===== config.mk =====
export PLATFORM = sky130hd
export DESIGN_NAME = keypad_scanner
export DESIGN_NICKNAME = d
export VERILOG_FILES = /design/src/rtl/keypad_scanner.sv
export SDC_FILE = /design/constraint.sdc
export NUM_CORES = 1
export LEC_CHECK = 0
export CAP_MARGIN = 5
export CORE_AREA = 2 2 78 80
export CTS_BUF_LIST = sky130_fd_sc_hd__clkbuf_2
export CTS_CLUSTER_DIAMETER = 50
export CTS_CLUSTER_SIZE = 14
export DETAILED_ROUTE_END_ITERATION = 16
export DIE_AREA = 0 0 80 82
export PLACE_DENSITY = 0.63
export REMOVE_ABC_BUFFERS = 1
export SLEW_MARGIN = 10
export SYNTH_ARGS = -nofsm -noshare
export SYNTH_HDL_FRONTEND = slang
export SYNTH_SLANG_ARGS = --single-unit

===== constraint.sdc =====
create_clock -name clk -period 2.3 [get_ports clk]
set_input_delay 0.46 -clock clk [delete_from_list [all_inputs] [get_ports clk]]
set_output_delay 0.46 -clock clk [all_outputs]
set_load 0.005 [all_outputs]

===== src/rtl/keypad_scanner.sv =====
// keypad_scanner: scans a 4x4 active-low matrix keypad one column at a time,
// debounces presses and releases, and latches one key code per press.
//
// Ports:
//   clk       - single clock, all logic on its rising edge
//   rst_n     - synchronous active-low reset
//   row       - asynchronous keypad row lines, low = key closed
//   col       - active-low one-hot column drive
//   key_code  - last accepted key, row_idx*4 + col_idx
//   key_valid - key_code holds an unread key
//   key_rd    - consumer read strobe, honoured only while key_valid=1
//   key_held  - an accepted key is still pressed
//   overrun   - sticky: an unread key was overwritten
module keypad_scanner #(
    parameter int unsigned SCAN_DIV     = 4096,
    parameter int unsigned DEBOUNCE_CNT = 8
) (
    input  logic       clk,
    input  logic       rst_n,
    input  logic [3:0] row,
    output logic [3:0] col,
    output logic [3:0] key_code,
    output logic       key_valid,
    input  logic       key_rd,
    output logic       key_held,
    output logic       overrun
);

    localparam int unsigned DIV_W = $clog2(SCAN_DIV);
    localparam int unsigned DEB_W = $clog2(DEBOUNCE_CNT + 1);
    localparam logic [DIV_W-1:0] DIV_LAST = DIV_W'(SCAN_DIV - 1);
    localparam logic [DEB_W-1:0] DEB_DONE = DEB_W'(DEBOUNCE_CNT);

    typedef enum logic [1:0] {
        S_SCAN     = 2'd0,
        S_DEBOUNCE = 2'd1,
        S_HELD     = 2'd2
    } state_t;

    state_t           state;
    state_t           state_nxt;
    logic [3:0]       row_meta;
    logic [3:0]       rs;
    logic [DIV_W-1:0] div_cnt;
    logic [1:0]       col_idx;
    logic [1:0]       col_idx_nxt;
    logic [3:0]       cand;
    logic [3:0]       cand_nxt;
    logic [DEB_W-1:0] deb_cnt;
    logic [DEB_W-1:0] deb_nxt;
    logic [DEB_W-1:0] rel_cnt;
    logic [DEB_W-1:0] rel_nxt;
    logic             sample_c;
    logic             hit_c;
    logic [1:0]       hit_row_c;
    logic             accept_c;

    assign sample_c = (div_cnt == DIV_LAST);
    assign hit_c    = ~(&rs);

    // Lowest-index closed row wins when several rows are low.
    always_comb begin
        hit_row_c = 2'd3;
        if (!rs[2]) hit_row_c = 2'd2;
        if (!rs[1]) hit_row_c = 2'd1;
        if (!rs[0]) hit_row_c = 2'd0;
    end

    // State register.
    always_ff @(posedge clk) begin
        if (!rst_n) state <= S_SCAN;
        else        state <= state_nxt;
    end

    // Next-state: decisions are taken only at sample points.
    always_comb begin
        state_nxt   = state;
        col_idx_nxt = col_idx;
        cand_nxt    = cand;
        deb_nxt     = deb_cnt;
        rel_nxt     = rel_cnt;
        accept_c    = 1'b0;
        if (sample_c) begin
            case (state)
                S_SCAN: begin
                    if (hit_c) begin
                        cand_nxt = {hit_row_c, col_idx};
                        if (DEB_W'(1) == DEB_DONE) begin
                            accept_c  = 1'b1;
                            state_nxt = S_HELD;
                            deb_nxt   = '0;
                            rel_nxt   = '0;
                        end else begin
                            state_nxt = S_DEBOUNCE;
                            deb_nxt   = DEB_W'(1);
                        end
                    end else begin
                        col_idx_nxt = 2'(col_idx + 2'd1);
                    end
                end
                S_DEBOUNCE: begin
                    if (hit_c && (hit_row_c == cand[3:2])) begin
                        deb_nxt = DEB_W'(deb_cnt + DEB_W'(1));
                        if (deb_nxt == DEB_DONE) begin
                            accept_c  = 1'b1;
                            state_nxt = S_HELD;
                            deb_nxt   = '0;
                            rel_nxt   = '0;
                        end
                    end else begin
                        state_nxt   = S_SCAN;
                        col_idx_nxt = 2'(col_idx + 2'd1);
                        deb_nxt     = '0;
                    end
                end
                S_HELD: begin
                    if (hit_c) begin
                        rel_nxt = '0;
                    end else begin
                        rel_nxt = DEB_W'(rel_cnt + DEB_W'(1));
                        if (rel_nxt == DEB_DONE) begin
                            state_nxt   = S_SCAN;
                            col_idx_nxt = 2'(col_idx + 2'd1);
                            rel_nxt     = '0;
                        end
                    end
                end
                default: begin
                    state_nxt = S_SCAN;
                end
            endcase
        end
    end

    // Datapath, synchronizer and registered outputs.
    always_ff @(posedge clk) begin
        if (!rst_n) begin
            row_meta  <= 4'hF;
            rs        <= 4'hF;
            div_cnt   <= '0;
            col_idx   <= 2'd0;
            col       <= 4'b1110;
            cand      <= 4'h0;
            deb_cnt   <= '0;
            rel_cnt   <= '0;
            key_code  <= 4'h0;
            key_valid <= 1'b0;
            key_held  <= 1'b0;
            overrun   <= 1'b0;
        end else begin
            row_meta <= row;
            rs       <= row_meta;
            div_cnt  <= sample_c ? '0 : DIV_W'(div_cnt + DIV_W'(1));
            col_idx  <= col_idx_nxt;
            col      <= ~(4'b0001 << col_idx_nxt);
            cand     <= cand_nxt;
            deb_cnt  <= deb_nxt;
            rel_cnt  <= rel_nxt;
            key_held <= (state_nxt == S_HELD);
            if (accept_c) begin
                key_code  <= cand_nxt;
                key_valid <= 1'b1;
                // A same-cycle read consumes the old key, so nothing is lost.
                if (key_valid) overrun <= ~key_rd;
            end else if (key_rd && key_valid) begin
                key_valid <= 1'b0;
                overrun   <= 1'b0;
            end
        end
    end

endmodule


# After elaboration in Yosys (flattened, before gate mapping)
# Cells that the tools add are included.
[totals]
ff_bits = 47
input_bits = 7
out_inout_bits = 11
wordCells = 80
[classes]
add_sub_neg = 4
n_eq_ne = 11
shifts = 1
n_mux = 36
bitwise = 4
n_reduce_logical = 11
[ops]
columns = ["op", "count"]
rows = [
  ["$mux W4", 10],
  ["$mux W2", 13],
  ["$pmux W4 S2", 2],
  ["$add A12 B1 Y12 const B", 1],
  ["$eq A12 B12 Y1 const B", 1],
  ["$pmux W2 S3", 2],
  ["$mux W1", 9],
  ["$add A4 B1 Y4 const B", 2],
  ["$eq A4 B4 Y1 const B", 2],
  ["$ne A2 B2 Y1 const B", 4],
  ["$reduce_and A4 Y1", 2],
  ["$reduce_bool A2 Y1", 3],
  ["$eq A2 B2 Y1 const B", 2],
  ["$not A4 Y4", 1],
  ["$shl A1 B2 Y4 const A", 1],
  ["$not A1 Y1", 3],
  ["$reduce_and A3 Y1", 1],
  ["$add A2 B1 Y2 const B", 1],
  ["$eq A2 B1 Y1 const B", 1],
  ["$eq A2 B2 Y1", 1],
  ["$logic_and A1 B1 Y1", 2],
  ["$logic_not A2 Y1", 1],
  ["$reduce_and A2 Y1", 1],
  ["$reduce_or A2 Y1", 1],
]

# Depth between registers and ports, before layout
[depth]
ltp_word = 10
depth_mapped = 9
mapped_depth_nobuf = 7

# Worst setup path after synthesis
# Ideal clock, no wire load.
[synth_timing]
path_kind = "reg-to-reg"
startpoint = "register div_cnt[0]"
endpoint = "register col[2]"
setup_time_ps = 127
t_arrival_ps = 1937
t_required_ps = 2173
slack_ps = 236
path_stages_with_launch = 9
n_path_buf = 1
synth_period_minus_slack_ps = 2064
path_cell_list = "dfxtp_1 ha_1 and3_1 and3_1 buf_2 a211o_1 a211oi_1 a211o_1 or3b_1"
[synth_between]
elab_chain_len = 4
[synth_lines]
columns = ["item", "line", "source"]
rows = [
  ["start, declared", "44", "logic [DIV_W-1:0] div_cnt;"],
  ["start signal, assigned", "153", "div_cnt <= sample_c ? '0 : DIV_W'(div_cnt + DIV_W'(1));"],
  ["$eq A12 B12 Y1", "58", "assign sample_c = (div_cnt == DIV_LAST);"],
  ["$mux W2", "83", "if (sample_c) begin"],
  ["$shl A1 B2 Y4", "155", "col <= ~(4'b0001 << col_idx_nxt);"],
  ["$not A4 Y4", "155", ""],
  ["end signal, assigned", "155", ""],
  ["end, declared", "21", "output logic [3:0] col,"],
]
# Every way passes these cells.
# A chain may end at the register's enable or synchronous reset.

# Worst setup path in the final report
[layout_timing]
startpoint = "register div_cnt[0]"
endpoint = "register col[1]"
# The elaborated chain is that of the path after synthesis.

==> summary.json <==
{
  "outcome": {
    "outcome": "finished clean"
  },
  "cells_and_area": {
    "post-route-cell-area_mm2": 0.00252,
    "finish.utilization_pct": 43.9,
    "final_layout_size_suffix_gt1_share_pct": 11.6,
    "fill_cells": 604,
    "nets": 278,
    "antenna-diode-count": 0,
    "syn_to_final_growth_pct": 14.8
  },
  "die": {
    "die_area_mm2": 0.00656,
    "floorplan.die.height_um": 82,
    "starting_density_of_the_core_pct": 38.2,
    "die-width_um": 80,
    "core-area_mm2": 0.00575,
    "floorplan.rows": 28,
    "top_level_ports": 18
  },
  "detailed_routing": {
    "drt-total-wl_um": 4240,
    "firstDrtPassIters": 4,
    "remaining_drc_errors": 0,
    "wl_per_cell_um": 12.4,
    "routed-via-count": 1755,
    "avgViaCountPerCell": 5.13,
    "drt_antenna_net_count": 0,
    "detail_route.iter0.violations": 82
  },
  "global_routing": {
    "wire_length_of_the_first_global_routing_pass_um": 7330,
    "grt_start_max_net_pins": 22,
    "globalRouteTotalUtil_pct": 14.2,
    "grt_overflow": 0,
    "grt_pass1_vias": 1687,
    "antenna_violations_before_repair": 0
  },
  "power_and_ir_drop": {
    "power.density_cell_area_mw_per_mm2": 488,
    "irDropWorstVdd_uv": 378,
    "p_leak_nw": 0.965
  },
  "critical_path": {
    "rrSetupSlack_ns": 0.13,
    "max_stage_delay_ns": 0.39,
    "timing.critical_path.cells": "ha_1 -> and3_1 -> and3_2 -> and4_1 -> a211oi_1 -> a211o_1 -> or3b_1",
    "setup.worst_path.class": "flop to flop",
    "crit_path_end_kind": "flop",
    "critical_path.reg2reg.startpoint": "div_cnt[0]",
    "critPathRequiredTime_ns": 2.64,
    "crit_path_top_delay_cell": "sky130_fd_sc_hd__dfxtp_2",
    "crit_path_max_fanout": 8,
    "timing.critical_path.arrival_ns": 2.52,
    "critPathLaunch": "div_cnt[0]",
    "start_kind": "flop",
    "reg2reg_to": "col[1]",
    "ff2ff_path_depth": 7
  },
  "synthesis": {
    "yosys_most_used_dff": "sky130_fd_sc_hd__dfxtp_1",
    "ys_top_cells_by_count": "sky130_fd_sc_hd__dfxtp_1 (47), sky130_fd_sc_hd__nor2_1 (29), sky130_fd_sc_hd__nand2_1 (16)",
    "synthDominantCellAreaShare_pct": 42.8,
    "postSynthAreaPerCell_um2": 8.89,
    "post_synth_inst_count": 247,
    "syn_area_mm2": 0.00220,
    "yosys.cell_types.count": 51,
    "synthesis.yosys.warnings": 0,
    "area_leader_netlist": "sky130_fd_sc_hd__dfxtp_1",
    "netlist_top_cells_area": "sky130_fd_sc_hd__dfxtp_1 (43%), sky130_fd_sc_hd__nor2_1 (5.0%), sky130_fd_sc_hd__nand2b_1 (3.4%)",
    "synth_edf_count": 0,
    "ys_seq_area_share_pct": 42.8,
    "synth-seq-cells": 47,
    "async_flop_share_pct": 0,
    "post-synth-top-count-cell": "sky130_fd_sc_hd__dfxtp_1"
  },
  "hold_path": {
    "holdCritPathClass": "flop to flop",
    "min-delay-start": "row_meta[3]",
    "min_to": "rs[3]",
    "timing.hold.worst_path_depth": 1
  },
  "sta": {
    "timing.clock.skew_ns": 0.0143,
    "max_transition_viols_final": 0,
    "hold_violations": 0,
    "timing.setup.tns_ns": 0,
    "layout_min_cycle_time_ns": 2.17,
    "max_slew_margin_pct": 71.5,
    "maxClockFrequency_mhz": 461,
    "number_of_setup_violations_in_the_final_report": 0,
    "max_slew.worst_pin.slew_ns": 0.426,
    "period_share_pct": 94.4
  },
  "flow_run": {
    "timing.max_cap.violations": 0
  },
  "clocking": {
    "cts.htree.levels": 2,
    "tritoncts": "built",
    "clk_pin_slew_ns": 0.23,
    "cts_inserted_buffers": 5,
    "clock_sinks": 47,
    "cts_root_buf": "sky130_fd_sc_hd__clkbuf_2",
    "clkLatencyLatePin_ns": 0.42,
    "clockBufferDepth": 2,
    "postCtsHoldBufs": 0
  },
  "placed_design": {
    "port_buffers": 17,
    "gp_routability_congestion": 0.801,
    "dp.final_hpwl_um": 2970,
    "postPlaceCellArea_mm2": 0.00245
  }
}
layout make-up:
type	instances	area [um2]	share of cell area, %
repair buffers	23	215	8.54
flip-flops and latches	47	945	37.5
clock inverters	2	12.5	0.497
clock buffers	6	30.0	1.19
well taps	75	93.8	3.72
inverters	7	26.3	1.04
multi-input cells	182	1200	47.5
power by group:
part            total, W  switching, W  internal, W  leakage [nW]
Sequential      0.000835    0.00000759     0.000828         0.382
Clock           0.000338      0.000261    0.0000774        0.0290
Combinational  0.0000551     0.0000291    0.0000259         0.553
metal layers:
| layer | global-route usage (%) | share of wire [%] | vias to the layer above | wire length, um |
|---|---|---|---|---|
| met3 | 3.41 | 3.7 | 6 | 156 |
| met5 | 0 | 0 | - | 0 |
| li1 | - | - | 914 | - |
| met4 | 5.42 | 1.5 | 0 | 65 |
| met1 | 18.7 | 51 | 806 | 2170 |
| met2 | 22.7 | 44 | 29 | 1850 |
critical path: cells and delay by family, from the launching register on:
kind	cells	cell delay, ns
DFF	1	0.39
and+or+nand+nor	4	1.11
adders and majority gates	1	0.21
AOI/OAI and AO/OA	2	0.40
worst max-delay path by stage:
stage | end | slack [ns]
6_report | col[1] | 0.13
5_1_grt | col[1] | -0.008
4_1_cts | col[1] | 0.06
3_5_place_dp | col[1] | 0.08
3_3_place_gp | col[1] | 0.14
2_1_floorplan | col[2] | 0.27
sequential cells by signal (all words and copies together) (netlist names):
| signal | cells |
|---|---|
| col_idx | 2 |
| rel_cnt | 4 |
| cand | 4 |
| div_cnt | 12 |
| key_valid | 1 |
| rs | 4 |
| key_code | 4 |
| col | 4 |
| key_held | 1 |
| overrun | 1 |
| row_meta | 4 |
| state | 2 |
| deb_cnt | 4 |
logic make-up (layout without fill, tap and decap cells):
logic type      after synthesis  count (layout)  synth area share, %
flops                        47              47                 42.8
simple gates                113             113                 28.1
mux                           9               9                 4.22
buf+inv                      18              38                 3.31
compound gates               45              45                 14.7
xor+xnor                     10              10                 3.99
fa+ha+maj                     5               5                 2.85
stage by stage:
stage | power [W] | hold slack, ns | setup WS, ns | instances
6_report | 0.00123 | 0.430 | 0.129 | 342
5_1_grt | 0.00129 | 0.468 | -0.00769 | 342
3_3_place_gp | 0.000905 | 0.390 | 0.142 | 333
4_1_cts | 0.00124 | 0.432 | 0.0564 | 341
3_5_place_dp | 0.000906 | 0.391 | 0.0767 | 333
2_1_floorplan | 0.000878 | 0.386 | 0.273 | 236
layout by cell type (no fill, tap or decap), drive strengths merged, types with 5 or more instances in the layout:
cell           instances
clkdlybuf4s50         17
dfxtp                 47
clkbuf                 6
nor2                  29
nand2b                12
xnor2                  5
mux2i                  7
xor2                   5
nand3                 11
nand2                 16
inv                    7
and2                   7
o21ai                  7
ha                     5
and3                  10
nor3                   5
a31oi                  9
a21oi                  9
buf                    6
what timing repair did:
item	in CTS	in global routing
resized for setup	0	6
buffers inserted	0	1
setup endpoints to repair	0	3
Note: power is estimated with default switching activity, not from simulation.
